$ cat config.mk
export PLATFORM = sky130hd
export DESIGN_NAME = fpu_lzd_normalizer
export DESIGN_NICKNAME = d
export VERILOG_FILES = /design/src/rtl/fpu_lzd_normalizer.sv
export SDC_FILE = /design/constraint.sdc
export NUM_CORES = 1
export LEC_CHECK = 0
export CELL_PAD_IN_SITES_DETAIL_PLACEMENT = 1
export CELL_PAD_IN_SITES_GLOBAL_PLACEMENT = 2
export CORE_MARGIN = 2
export CORE_UTILIZATION = 32
export DETAILED_ROUTE_END_ITERATION = 10
export GPL_TIMING_DRIVEN = 0
export PLACE_DENSITY = 0.78
export SLEW_MARGIN = 20
export SYNTH_ARGS = -nofsm -noshare
export SYNTH_HDL_FRONTEND = slang
export SYNTH_SLANG_ARGS = --single-unit
$ cat constraint.sdc
create_clock -name clk -period 3.1 [get_ports clk]
set_input_delay 0.465 -clock clk [delete_from_list [all_inputs] [get_ports clk]]
set_output_delay 0.465 -clock clk [all_outputs]
set_load 0.005 [all_outputs]
$ cat src/rtl/fpu_lzd_normalizer.sv
// fpu_lzd_normalizer: two-stage leading-zero count and normalize stage for the bfloat16 FPU datapath
// Ports:
//   clk, rst_l                        clock (rising edge), asynchronous active-low reset
//   in_valid/in_ready                 upstream handshake; in_ready is combinational from out_ready
//   in_mant, in_exp                   unnormalized mantissa and its biased exponent
//   out_valid/out_ready               downstream handshake to the rounding stage
//   out_mant, out_exp, out_lzc        normalized mantissa, adjusted exponent, raw leading-zero count
//   out_zero, out_underflow           mantissa was zero, exponent clamped to 0
module fpu_lzd_normalizer #(
  parameter int MANT_W = 32,
  parameter int EXP_W  = 8,
  parameter int LZC_W  = 6
) (
  input  logic              clk,
  input  logic              rst_l,
  input  logic              in_valid,
  output logic              in_ready,
  input  logic [MANT_W-1:0] in_mant,
  input  logic [EXP_W-1:0]  in_exp,
  output logic              out_valid,
  input  logic              out_ready,
  output logic [MANT_W-1:0] out_mant,
  output logic [EXP_W-1:0]  out_exp,
  output logic [LZC_W-1:0]  out_lzc,
  output logic              out_zero,
  output logic              out_underflow
);
  logic              s1_valid, s2_valid, s1_adv, s1_zero, lz_zero, norm;
  logic [MANT_W-1:0] s1_mant, n_mant;
  logic [EXP_W-1:0]  s1_exp, dexp, lzc_e, n_exp;
  logic [LZC_W-1:0]  s1_lzc, lzc;
  assign s1_adv    = !s2_valid || out_ready;
  assign in_ready  = !s1_valid || s1_adv;
  assign out_valid = s2_valid;
  // Layered LZD tree: level k holds 16>>k groups of 2^(k+1) bits, each with an
  // all-zero flag z and a leading-zero count c of k+1 bits (valid when !z).
  // A group whose upper half is all zero counts 2^k plus the lower half's count.
  genvar k, j;
  for (k = 0; k < 5; k++) begin : lvl
    localparam int N = 16 >> k;
    logic [N-1:0]      z;
    logic [N-1:0][k:0] c;
    for (j = 0; j < N; j++) begin : g
      if (k == 0) begin : leaf
        assign z[j] = ~(in_mant[2*j+1] | in_mant[2*j]);
        assign c[j] = ~in_mant[2*j+1];
      end else begin : node
        assign z[j] = lvl[k-1].z[2*j+1] & lvl[k-1].z[2*j];
        assign c[j] = lvl[k-1].z[2*j+1] ? {1'b1, lvl[k-1].c[2*j]} : {1'b0, lvl[k-1].c[2*j+1]};
      end
    end
  end
  assign lz_zero = lvl[4].z[0];
  assign lzc     = lz_zero ? LZC_W'(MANT_W) : {1'b0, lvl[4].c[0]};
  // Normal when the shift fits under the exponent; otherwise clamp to exponent 0
  // and shift only by exp-1 so the value keeps its denormal scale.
  assign lzc_e = {{(EXP_W-LZC_W){1'b0}}, s1_lzc};
  assign dexp  = s1_exp - EXP_W'(1);
  assign norm  = lzc_e < s1_exp;
  always_comb begin
    n_mant = s1_zero ? '0 : norm ? s1_mant << s1_lzc : (s1_exp != '0) ? s1_mant << dexp : s1_mant;
    n_exp  = (s1_zero || !norm) ? '0 : s1_exp - lzc_e;
  end
  always_ff @(posedge clk or negedge rst_l) begin
    if (!rst_l) begin
      s1_valid      <= 1'b0;
      s1_mant       <= '0;
      s1_exp        <= '0;
      s1_lzc        <= '0;
      s1_zero       <= 1'b0;
      s2_valid      <= 1'b0;
      out_mant      <= '0;
      out_exp       <= '0;
      out_lzc       <= '0;
      out_zero      <= 1'b0;
      out_underflow <= 1'b0;
    end else begin
      if (in_ready) s1_valid <= in_valid;
      if (in_valid && in_ready) begin
        s1_mant <= in_mant;
        s1_exp  <= in_exp;
        s1_lzc  <= lzc;
        s1_zero <= lz_zero;
      end
      if (s1_adv) s2_valid <= s1_valid;
      if (s1_valid && s1_adv) begin
        out_mant      <= n_mant;
        out_exp       <= n_exp;
        out_lzc       <= s1_lzc;
        out_zero      <= s1_zero;
        out_underflow <= !s1_zero && !norm;
      end
    end
  end
endmodule

# Word-level counts from Yosys, hierarchy flattened
# Index checks and enable logic that the tools add are counted.
# op_classes
n_addsub	2
magnitude_cmp	1
shift	2
mux	20
n_bitwise	63
reduce_logical	11
# op_table
cell	count
2-to-1 mux 32 bit	3
NOT 1 bit	32
left shift 32 x 6 -> 32 bit	1
left shift 32 x 8 -> 32 bit	1
2-to-1 mux 2 bit	8
OR 1 bit	16
AND 1 bit	15
2-to-1 mux 3 bit	4
less-than comparator 6 x 8 -> 1 bit	1
2-to-1 mux 4 bit	2
2-to-1 mux 8 bit	1
nonzero test 8 bit	1
subtractor 8 x 1 -> 8 bit (second input constant)	1
subtractor 8 x 6 -> 8 bit	1
2-to-1 mux 6 bit	1
2-to-1 mux 5 bit	1
logical NOT 1 bit	4
logical AND 1 bit	3
logical OR 1 bit	3
# word_totals
ff_bits	97
input_bits	44
output_inout_bits	50
wordCells	110

# Longest topological paths before layout
# Gate-level depths: netlist of the first run.
# logic_depth
depth_word	7
ltp_mapped	13

# Worst setup path after synthesis of the first run
# No wires, ideal clock.
# synth_path
path_type	flip-flop to flip-flop
startpoint	register s1_exp[0]
endpoint	register out_mant[31]
arrival_time_ns	3.095
required_ns	2.971
slack_ns	-0.124
path_stages_with_launch	12
n_path_buf	2
period_less_slack_ns	3.224
path_cell_list	dfrtp_1 -> inv_2 -> buf_1 -> ha_1 -> buf_4 -> xor2_2 -> mux4_1 -> nor2_1 -> a31oi_1 -> a22oi_1 -> nor3_1 -> a2111o_1
# synth_via
elab_chain_cells	5
# synth_rtl
item	line	source
start: declaration	30	logic [EXP_W-1:0] s1_exp, dexp, lzc_e, n_exp;
start signal: assignment	81	s1_exp <= in_exp;
subtractor 8 x 1 -> 8 bit	58	assign dexp = s1_exp - EXP_W'(1);
left shift 32 x 8 -> 32 bit	61	n_mant = s1_zero ? '0 : norm ? s1_mant << s1_lzc : (s1_exp != '0) ? s1_mant << dexp : s1_mant;
2-to-1 mux 32 bit	61	
2-to-1 mux 32 bit (*) (2 in series)	61	
end signal: assignment	87	out_mant <= n_mant;
end: declaration	22	output logic [MANT_W-1:0] out_mant,
# Mark *: on every way between the ends. The rest lies on a longest branch, timed or not.
# A chain may end at the register's enable or synchronous reset.

# Worst setup path in the final report of the first run
# layout_path
startpoint	register s1_exp[0]
endpoint	register out_mant[10]
# Same word-level chain as after synthesis.

==> results of run 1 <==
==> metal layers <==
| layer | vias up | routed length [um] | track usage |
|---|---|---|---|
| met1 | 4238 | 16200 | 0.377 |
| met5 | - | 13 | 0 |
| met2 | 375 | 17000 | 0.437 |
| li1 | 3718 | - | - |
| met4 | 2 | 1170 | 0.0945 |
| met3 | 72 | 2590 | 0.0442 |
==> worst paths after layout <==
kind                                from             to
hold / removal                     rst_l   out_mant[20]
min in group clk           out_underflow  out_underflow
max in group asynchronous          rst_l      s1_exp[0]
hold reg to reg            out_underflow  out_underflow
setup reg to reg               s1_exp[0]   out_mant[10]
setup / recovery               s1_exp[0]   out_mant[10]
==> cells in the final DEF (no fill, tap or decap), types with 8 or more instances in the layout <==
master,n
mux4_2,23
o21ai_0,78
nand3_1,23
buf_4,26
a32oi_1,8
nor2_1,53
dfrtp_1,91
mux2i_1,57
inv_1,18
nand2b_1,11
clkbuf_1,29
nand2_1,95
o22ai_1,11
buf_2,10
nor4_1,10
a21o_1,8
clkbuf_16,9
clkdlybuf4s50_1,92
buf_6,9
o31ai_1,13
a22oi_1,21
nor3_1,13
ha_1,8
a21oi_1,48
mux2_2,77
mux2i_2,11
==> what timing repair did <==
item                       4_1_cts  5_1_grt
setup endpoints to repair       41       27
resized for setup               55       55
pin swaps                        2        5
buffers inserted                 9        8
==> cell families after synthesis <==
family                   count (synthesis)  synth area share
AO/OA/AOI/OAI                          273             0.216
multiplexers                           178             0.264
flip-flops                              95             0.286
adder cells (fa/ha/maj)                  9            0.0145
buffers and inverters                   95            0.0538
XOR/XNOR                                12            0.0145
AND/OR/NAND/NOR                        256             0.151
==> power by group through the flow <==
stage / registers [W] / clock network (W) / logic, W
after floorplan: 0.00171 / 0 / 0.00208
after global placement: 0.00186 / 0 / 0.00334
after detailed placement: 0.00187 / 0 / 0.00336
after CTS: 0.00185 / 0.00119 / 0.00354
after global routing: 0.00188 / 0.00123 / 0.00405
final: 0.00186 / 0.00116 / 0.00381
==> final cells by class <==
type | count | share of cell area
Tap cell | 330 | 0.0393
Clock inverter | 7 | 0.00690
Sequential cell | 95 | 0.227
Multi-Input combinational cell | 728 | 0.552
Timing Repair Buffer | 111 | 0.105
Buffer | 69 | 0.0399
Inverter | 22 | 0.00893
Clock buffer | 9 | 0.0214
==> critical path: cells and delay by family (launching register included) <==
kind,cells,cell delay (ns)
muxes,1,0.37
and+or+nand+nor,1,0.12
adders and majority gates,1,0.19
AOI/OAI and AO/OA,2,0.60
DFF,1,0.42
xor gates and xnor gates,1,0.48
buffers and inverters,4,0.72
==> stage by stage <==
step           setup WS (ns)  total power, W  setup TNS [ns]  instance area, sq um
6_report              0.0701         0.00683               0                 10500
5_1_grt              -0.0129         0.00716         -0.0202                 10500
4_1_cts               0.0141         0.00657               0                 10200
3_5_place_dp           -1.01         0.00523          -25.45                  9680
3_3_place_gp           -2.27         0.00520         -240.93                  9650
2_1_floorplan         0.0779         0.00380               0                  8310
==> registers in the layout, summed over array words and instances (netlist names) <==
signal and count:
out_underflow 1, s1_valid 1, s1_lzc 5, s1_mant 32, out_valid 1, out_lzc 6, out_mant 32, s1_zero 1
s1_exp 8, out_exp 8
==> impl_metrics.yaml, run 1 <==
run_status:
  status: "complete, no violations"
synth:
  synth_seq_cells: 95
  synth_edf_count: 0
  async_flop_share: 1.00
  synth_area_per_cell_sq_um: 9.05
  synth_top_area_cell: "dfrtp_1"
  synth_nets: 971
  synth_area_leaders: "dfrtp_1 (29%), mux2_2 (11%), mux2i_1 (9.0%), mux4_2 (5.7%), o21ai_0 (5.0%)"
  netlist_area_sq_um: 8300
  synth.most_common_cell: "nand2_1"
  yosys_warnings: 0
  yosys.area.top_type_share: 0.286
  synthFlopType: "dfrtp_1"
  ys_types: 81
  netlist_top_cells_count: "nand2_1 (96), dfrtp_1 (95), o21ai_0 (83)"
  synth.yosys.seq_area_share: 0.286
  synth_cells: 918
global_routing:
  grt_pass1_wl_um: 54900
  grt_start_max_net_pins: 50
  grt_overflow: 0
  antenna_found_initial: 1
  grt_pass1_vias: 8454
  grtUsageTotal: 0.274
power_and_ir_drop:
  comb_power_share: 0.558
  switchingPower_w: 0.00300
  p_leak_nw: 4.11
  pwr-share-clk: 0.170
  seqPwrFrac: 0.272
  power_density_nw_per_um2: 650
  p_sw_frac: 0.440
  p_int_w: 0.00383
  irDropWorstVdd_v: 0.000262
place:
  port_buffers: 93
  place.gp.congestion: 0.945
  place_inst: 1342
  dpl.hpwl_um: 28400
final_layout:
  n_fill_cell: 2904
  multi_input_area_sq_um: 5810
  final_util: 0.415
  area_delta_synth_final_pct: 26.6
  stdcell_count: 1371
  n_antenna_cell: 0
  seq_area_sq_um: 2380
  nets: 1089
  layout-drive-gt1-share: 0.240
hold_path:
  hp-class: "in2async"
sta:
  min_period_over_period: 0.977
  finClkSkew_ns: 0.0112
  finalMaxSlewViolations: 0
  rsz0062_at_grt: "yes"
  holdWs_ns: 0.0293
  slew_headroom: 0.410
  tightest_slew_ns: 0.886
  post-route-min-period_ns: 3.03
  hold_viol_final: 0
  setup_viol: 0
  fmax_mhz: 330
run:
  drv_cap: 0
critical_path:
  worstPathArrival_ns: 3.27
  reg2regPathDepth: 10
  critical_path.startpoint_type: "register"
  slowest_delay_ns: 0.48
  worst_path_max_delay_cell: "xnor2_2"
  endpoint_kind: "register"
  cp_cell_sequence: "inv_8, buf_12, ha_1, buf_6, xnor2_2, clkbuf_2, mux2_2, a222oi_1, nor2_1, a221o_1"
  path_class: "reg2reg"
  worstPathRequired_ns: 3.34
  crit_fanout: 10
  reg2reg_setup_slack_ns: 0.07
clock_tree:
  clk_pin_slew_ns: 0.08
  cts_num_sinks: 95
  cts_buffers: 9
  worstSkewPairLatency_ns: 0.37
  clockBufferDepth: 2
  hold_buffers: 0
  root_buffer: "clkbuf_16"
  cts_tree: "built"
  cts_max_level: 3
routing:
  vias: 8405
  drc: 0
  drtIter0Drc: 634
  dr.pass1.iters: 5
  ant_nets: 0
  wl_per_cell_um: 27.0
  wirelength_um: 37000
  viasPerCell: 6.13
floorplanning:
  die_area_sq_um: 27300
  start_util: 0.328
  die_width_um: 165
  rows: 58
  coreArea_sq_um: 25300
  io_pins: 94
  die_h_um: 165
Power figures use the tool's default switching activity.
==> inputs of run 2 (changes only) <==
--- a/config.mk
+++ b/config.mk
@@ -9,6 +9,7 @@
 export CELL_PAD_IN_SITES_GLOBAL_PLACEMENT = 2
 export CORE_MARGIN = 2
 export CORE_UTILIZATION = 32
+export CTS_CLUSTER_DIAMETER = 200
 export DETAILED_ROUTE_END_ITERATION = 10
 export GPL_TIMING_DRIVEN = 0
 export PLACE_DENSITY = 0.78
==> constraint.sdc (replaced) <==
create_clock -name clk -period 3.1 [get_ports clk]
set_input_delay 0.93 -clock clk [delete_from_list [all_inputs] [get_ports clk]]
set_output_delay 0.93 -clock clk [all_outputs]
set_load 0.005 [all_outputs]
==> run 2 against run 1 <==
  * Routed wire length decreased by 0.14%
  * Design area decreased by 0.40%
  * Sequential share of layout area increased by 0.092 points
  * Worst setup slack got worse by 0.050 ns
  * Non-clock buffer count increased by 1
  * Total power decreased by 0.70%
  * Critical path type unchanged
  * Critical endpoint is now out_mant[27]
  * Highest routed layer unchanged
==> impl_metrics.yaml, run 2 (synthesis gave the netlist of run 1 again) <==
run_status:
  status: "complete, no violations"
critical_path:
  critical_path.startpoint_type: "register"
  reg2reg_setup_slack_ns: 0.02
  endpoint_kind: "register"
  worstPathRequired_ns: 3.37
  worstPathArrival_ns: 3.35
  startpoint: "s1_exp[0]"
  crit_fanout: 8
  path_class: "reg2reg"
  reg2regPathDepth: 11
  regToRegStartpoint: "s1_exp[0]"
sta:
  holdWs_ns: 0.480
  tightest_slew_ns: 1.06
  setup_viol: 0
  tns_ns: 0
  rsz0062_at_grt: "yes"
  finClkSkew_ns: 0.0119
  finalMaxSlewViolations: 0
  post-route-min-period_ns: 3.08
  min_period_over_period: 0.994
  hold_viol_final: 0
  slew_headroom: 0.289
  fmax_mhz: 325
floorplanning:
  die_width_um: 165
  die_area_sq_um: 27300
  die_h_um: 165
  start_util: 0.328
  coreArea_sq_um: 25300
  rows: 58
  io_pins: 94
final_layout:
  multi_input_area_sq_um: 5760
  final_cell_mix: "nand2_1 (94), clkdlybuf4s50_1 (92), dfrtp_1 (91)"
  reg_top3: "out_mant x32, s1_mant x32"
  final_util: 0.413
  layout-drive-gt1-share: 0.237
  mostFrequentLayoutCell: "nand2_1"
  seq_area_sq_um: 2380
  nets: 1090
  area_delta_synth_final_pct: 26.1
  n_antenna_cell: 0
  n_fill_cell: 2905
clock_tree:
  worstSkewPairLatency_ns: 0.37
  clockBufferDepth: 2
  root_buffer: "clkbuf_16"
  cts_tree: "built"
  cts_num_sinks: 95
  cts_max_level: 3
  hold_buffers: 0
  cts_buffers: 9
  clk_pin_slew_ns: 0.08
power_and_ir_drop:
  p_leak_nw: 4.11
  p_int_w: 0.00380
  finalPower_w: 0.00678
  pwr-share-clk: 0.171
  comb_power_share: 0.556
  power_density_nw_per_um2: 648
  p_sw_frac: 0.439
  seqPwrFrac: 0.273
  irDropWorstVdd_v: 0.000261
  switchingPower_w: 0.00298
global_routing:
  grt_pass1_vias: 8454
  grtUsageTotal: 0.274
  grt_start_max_net_pins: 50
  grt_pass1_wl_um: 54900
  grt_overflow: 0
  antenna_found_initial: 1
routing:
  viasPerCell: 6.09
  drtIter0Drc: 589
  wl_per_cell_um: 26.9
  wirelength_um: 36900
  drc: 0
  ant_nets: 0
  vias: 8362
  dr.pass1.iters: 5
hold_path:
  hold_depth: 2
  hp-class: "reg2reg"
  hold_start: "out_underflow"
place:
  dpl.hpwl_um: 28400
  port_buffers: 93
  place.gp.congestion: 0.945
run:
  drv_cap: 0
## run 2: layout make-up
| type | instances | area share |
|---|---|---|
| multi-input combinational | 728 | 0.550 |
| inverter | 22 | 0.00896 |
| timing repair buffer | 112 | 0.106 |
| clock inverter | 7 | 0.00693 |
| clock buffer | 9 | 0.0215 |
| buffer | 69 | 0.0397 |
| sequential | 95 | 0.228 |
| tap | 330 | 0.0394 |
## run 2: metrics by stage
step | worst slack (ns) | instances | cell area, sq um
floorplan | 0.0779 | 918 | 8310
global placement | -2.74 | 1341 | 9650
detailed placement | -1.01 | 1342 | 9680
CTS | 0.0141 | 1365 | 10200
global route | -0.0429 | 1372 | 10500
finish | 0.0199 | 1372 | 10500
## run 2: repair_timing
| item | in CTS | in global routing |
|---|---|---|
| endpoints found under the setup margin | 41 | 28 |
| pin swaps | 2 | 3 |
| resized for setup | 56 | 45 |
| buffers inserted | 9 | 9 |
## run 2: power groups by stage
stage | Sequential [W] | Clock [W] | Combinational (W)
global route | 0.00188 | 0.00123 | 0.00401
floorplan | 0.00171 | 0 | 0.00208
finish | 0.00185 | 0.00116 | 0.00377
detailed placement | 0.00187 | 0 | 0.00336
CTS | 0.00185 | 0.00119 | 0.00354
global placement | 0.00186 | 0 | 0.00334
## run 2: final timing paths
| check | to |
|---|---|
| min reg2reg | out_underflow |
| max reg2reg | out_mant[27] |
| max | out_mant[27] |
| min in group asynchronous | out_mant[20] |
| max in group asynchronous | s1_exp[0] |
| min | out_underflow |
## run 2: layer usage
metal	track usage	wire length, um	up-vias
met3	0.0442	2470	77
met4	0.0945	1270	2
met1	0.377	16100	4218
met5	0	13	-
met2	0.437	17000	348
li1	-	-	3717
## run 2: worst max-delay path, stage by stage (launching register included)
cell and delay (ns):
dfrtp_2 0.45, inv_8 0.12, buf_12 0.13, ha_1 0.24
buf_6 0.15, mux2_2 0.23, nor2_1 0.05, a211oi_1 0.88
mux2_2 0.33, a22o_1 0.12, nor2_1 0.04, o31ai_1 0.23
==> inputs of run 3 (changes only) <==
--- a/config.mk
+++ b/config.mk
@@ -11,8 +11,10 @@
 export CORE_UTILIZATION = 32
 export CTS_CLUSTER_DIAMETER = 200
 export DETAILED_ROUTE_END_ITERATION = 10
+export GPL_ROUTABILITY_DRIVEN = 0
 export GPL_TIMING_DRIVEN = 0
 export PLACE_DENSITY = 0.78
+export REMOVE_ABC_BUFFERS = 1
 export SLEW_MARGIN = 20
 export SYNTH_ARGS = -nofsm -noshare
 export SYNTH_HDL_FRONTEND = slang
==> run 3 against run 2 <==
  * Sequential power rose by 3%
  * Critical path depth down 1
  * Clock power is essentially flat
  * Non-clock buffer count shrank 56
  * Fmax is 0.95% higher
  * Design area down 1.9%
==> impl_metrics.yaml, run 3 (synthesis gave the netlist of run 1 again) <==
clock_tree:
  worstSkewPairLatency_ns: 0.37
  cts_buffers: 9
  cts_num_sinks: 95
  cts_max_level: 3
  cts_tree: "built"
  clockBufferDepth: 2
  root_buffer: "clkbuf_16"
  clk_pin_slew_ns: 0.08
critical_path:
  path_class: "reg2reg"
  slowest_delay_ns: 0.74
  cp_cell_sequence: "inv_12, ha_4, buf_12, mux2_2, nor2_1, a211oi_1, mux2_2, a22o_1, nor2_1, o31ai_1"
  regToRegStartpoint: "s1_exp[0]"
  endpoint_kind: "register"
  worstPathRequired_ns: 3.37
  critical_path.startpoint_type: "register"
  crit_fanout: 14
  startpoint: "s1_exp[0]"
  worstPathArrival_ns: 3.32
  worst_path_max_delay_cell: "a211oi_1"
floorplanning:
  start_util: 0.328
  coreArea_sq_um: 25300
  die_h_um: 165
  die_width_um: 165
  rows: 58
  die_area_sq_um: 27300
  io_pins: 94
routing:
  drtIter0Drc: 689
  dr.pass1.iters: 5
  wl_per_cell_um: 24.7
  drc: 0
  vias: 8021
  wirelength_um: 32600
  viasPerCell: 6.08
  ant_nets: 0
run_status:
  status: "complete, no violations"
final_layout:
  area_delta_synth_final_pct: 23.6
  reg_top3: "out_mant x32, s1_mant x32"
  final_util: 0.405
  layout-drive-gt1-share: 0.219
  seq_area_sq_um: 2400
  final_area_sq_um: 10300
  final_cell_mix: "nand2_1 (92), clkdlybuf4s50_1 (92), dfrtp_1 (86)"
  multi_input_area_sq_um: 5710
  nets: 1036
  n_fill_cell: 2862
global_routing:
  grtUsageTotal: 0.241
  grt_pass1_vias: 7925
  grt_pass1_wl_um: 49300
  antenna_found_initial: 1
  grt_start_max_net_pins: 65
  grt_overflow: 0
sta:
  tightest_slew_ns: 0.968
  finClkSkew_ns: 0.0106
  setup_viol: 0
  hold_viol_final: 0
  post-route-min-period_ns: 3.05
  rsz0062_at_grt: "yes"
  finalMaxSlewViolations: 0
  min_period_over_period: 0.984
  slew_headroom: 0.354
  tns_ns: 0
  fmax_mhz: 328
power_and_ir_drop:
  p_leak_nw: 4.03
  irDropWorstVdd_v: 0.000225
  power_density_nw_per_um2: 630
  finalPower_w: 0.00646
place:
  port_buffers: 93
  placed_area_sq_um: 9460
  dpl.hpwl_um: 23100
hold_path:
  hp-class: "in2async"
run:
  drv_cap: 0
==> run 3: metal layers <==
| layer | GRT usage | vias to the layer above | part of all wire |
|---|---|---|---|
| met5 | 0 | - | 0 |
| met4 | 0.0874 | 0 | 0.029 |
| met1 | 0.335 | 4050 | 0.44 |
| met2 | 0.375 | 306 | 0.46 |
| li1 | - | 3615 | - |
| met3 | 0.0445 | 50 | 0.070 |
==> run 3: worst paths after layout <==
path                                end  slack (ns)  cells after the start
setup / recovery           out_mant[27]        0.05                     10
hold / removal               s1_mant[0]        0.49                      1
setup reg to reg           out_mant[27]        0.05                     10
hold reg to reg            out_mant[15]        0.49                      1
max in group asynchronous  out_mant[29]        2.00                      2
min in group clk           out_mant[15]        0.49                      1
==> run 3: repair_timing <==
item | CTS | global route
hold buffers | 0 | 0
setup buffers | 15 | 11
pin swaps | 3 | 3
setup endpoints to repair | 42 | 22
gates resized for setup | 44 | 19
cloned | 3 | 0
==> run 3: final cells by class <==
cell class,count,share of cell area
Clock inverter,6,0.00500
Multi-Input combinational cell,728,0.557
Timing Repair Buffer,125,0.129
Sequential cell,95,0.234
Timing Repair inverter,2,0.00134
Antenna cell,1,0.000244
Tap cell,330,0.0402
Inverter,22,0.0107
Clock buffer,10,0.0233
==> run 3: power breakdown <==
group | switching (W) | internal, W | total (W) | leakage, nW
logic | 0.00174 | 0.00167 | 0.00341 | 2.73
registers | 0.000394 | 0.00150 | 0.00190 | 1.15
clock network | 0.000580 | 0.000583 | 0.00116 | 0.146
total | 0.00271 | 0.00375 | 0.00646 | 4.03
==> run 3: stage by stage <==
stage	cells	hold WS, ns	setup slack [ns]
floorplan	845	0.457	-1.36
global placement	1268	0.459	-2.74
detailed placement	1273	0.469	-1.77
CTS	1307	0.486	0.0225
global route	1318	0.501	-0.0588
finish	1319	0.486	0.0488
==> run 3: worst max-delay path, delay by kind of cell, from the launching register on <==
family,cells,cell delay [ns]
simple gates,2,0.11
flops,1,0.53
buf+inv,2,0.30
compound gates,3,1.18
fa+ha+maj,1,0.25
mux,2,0.56
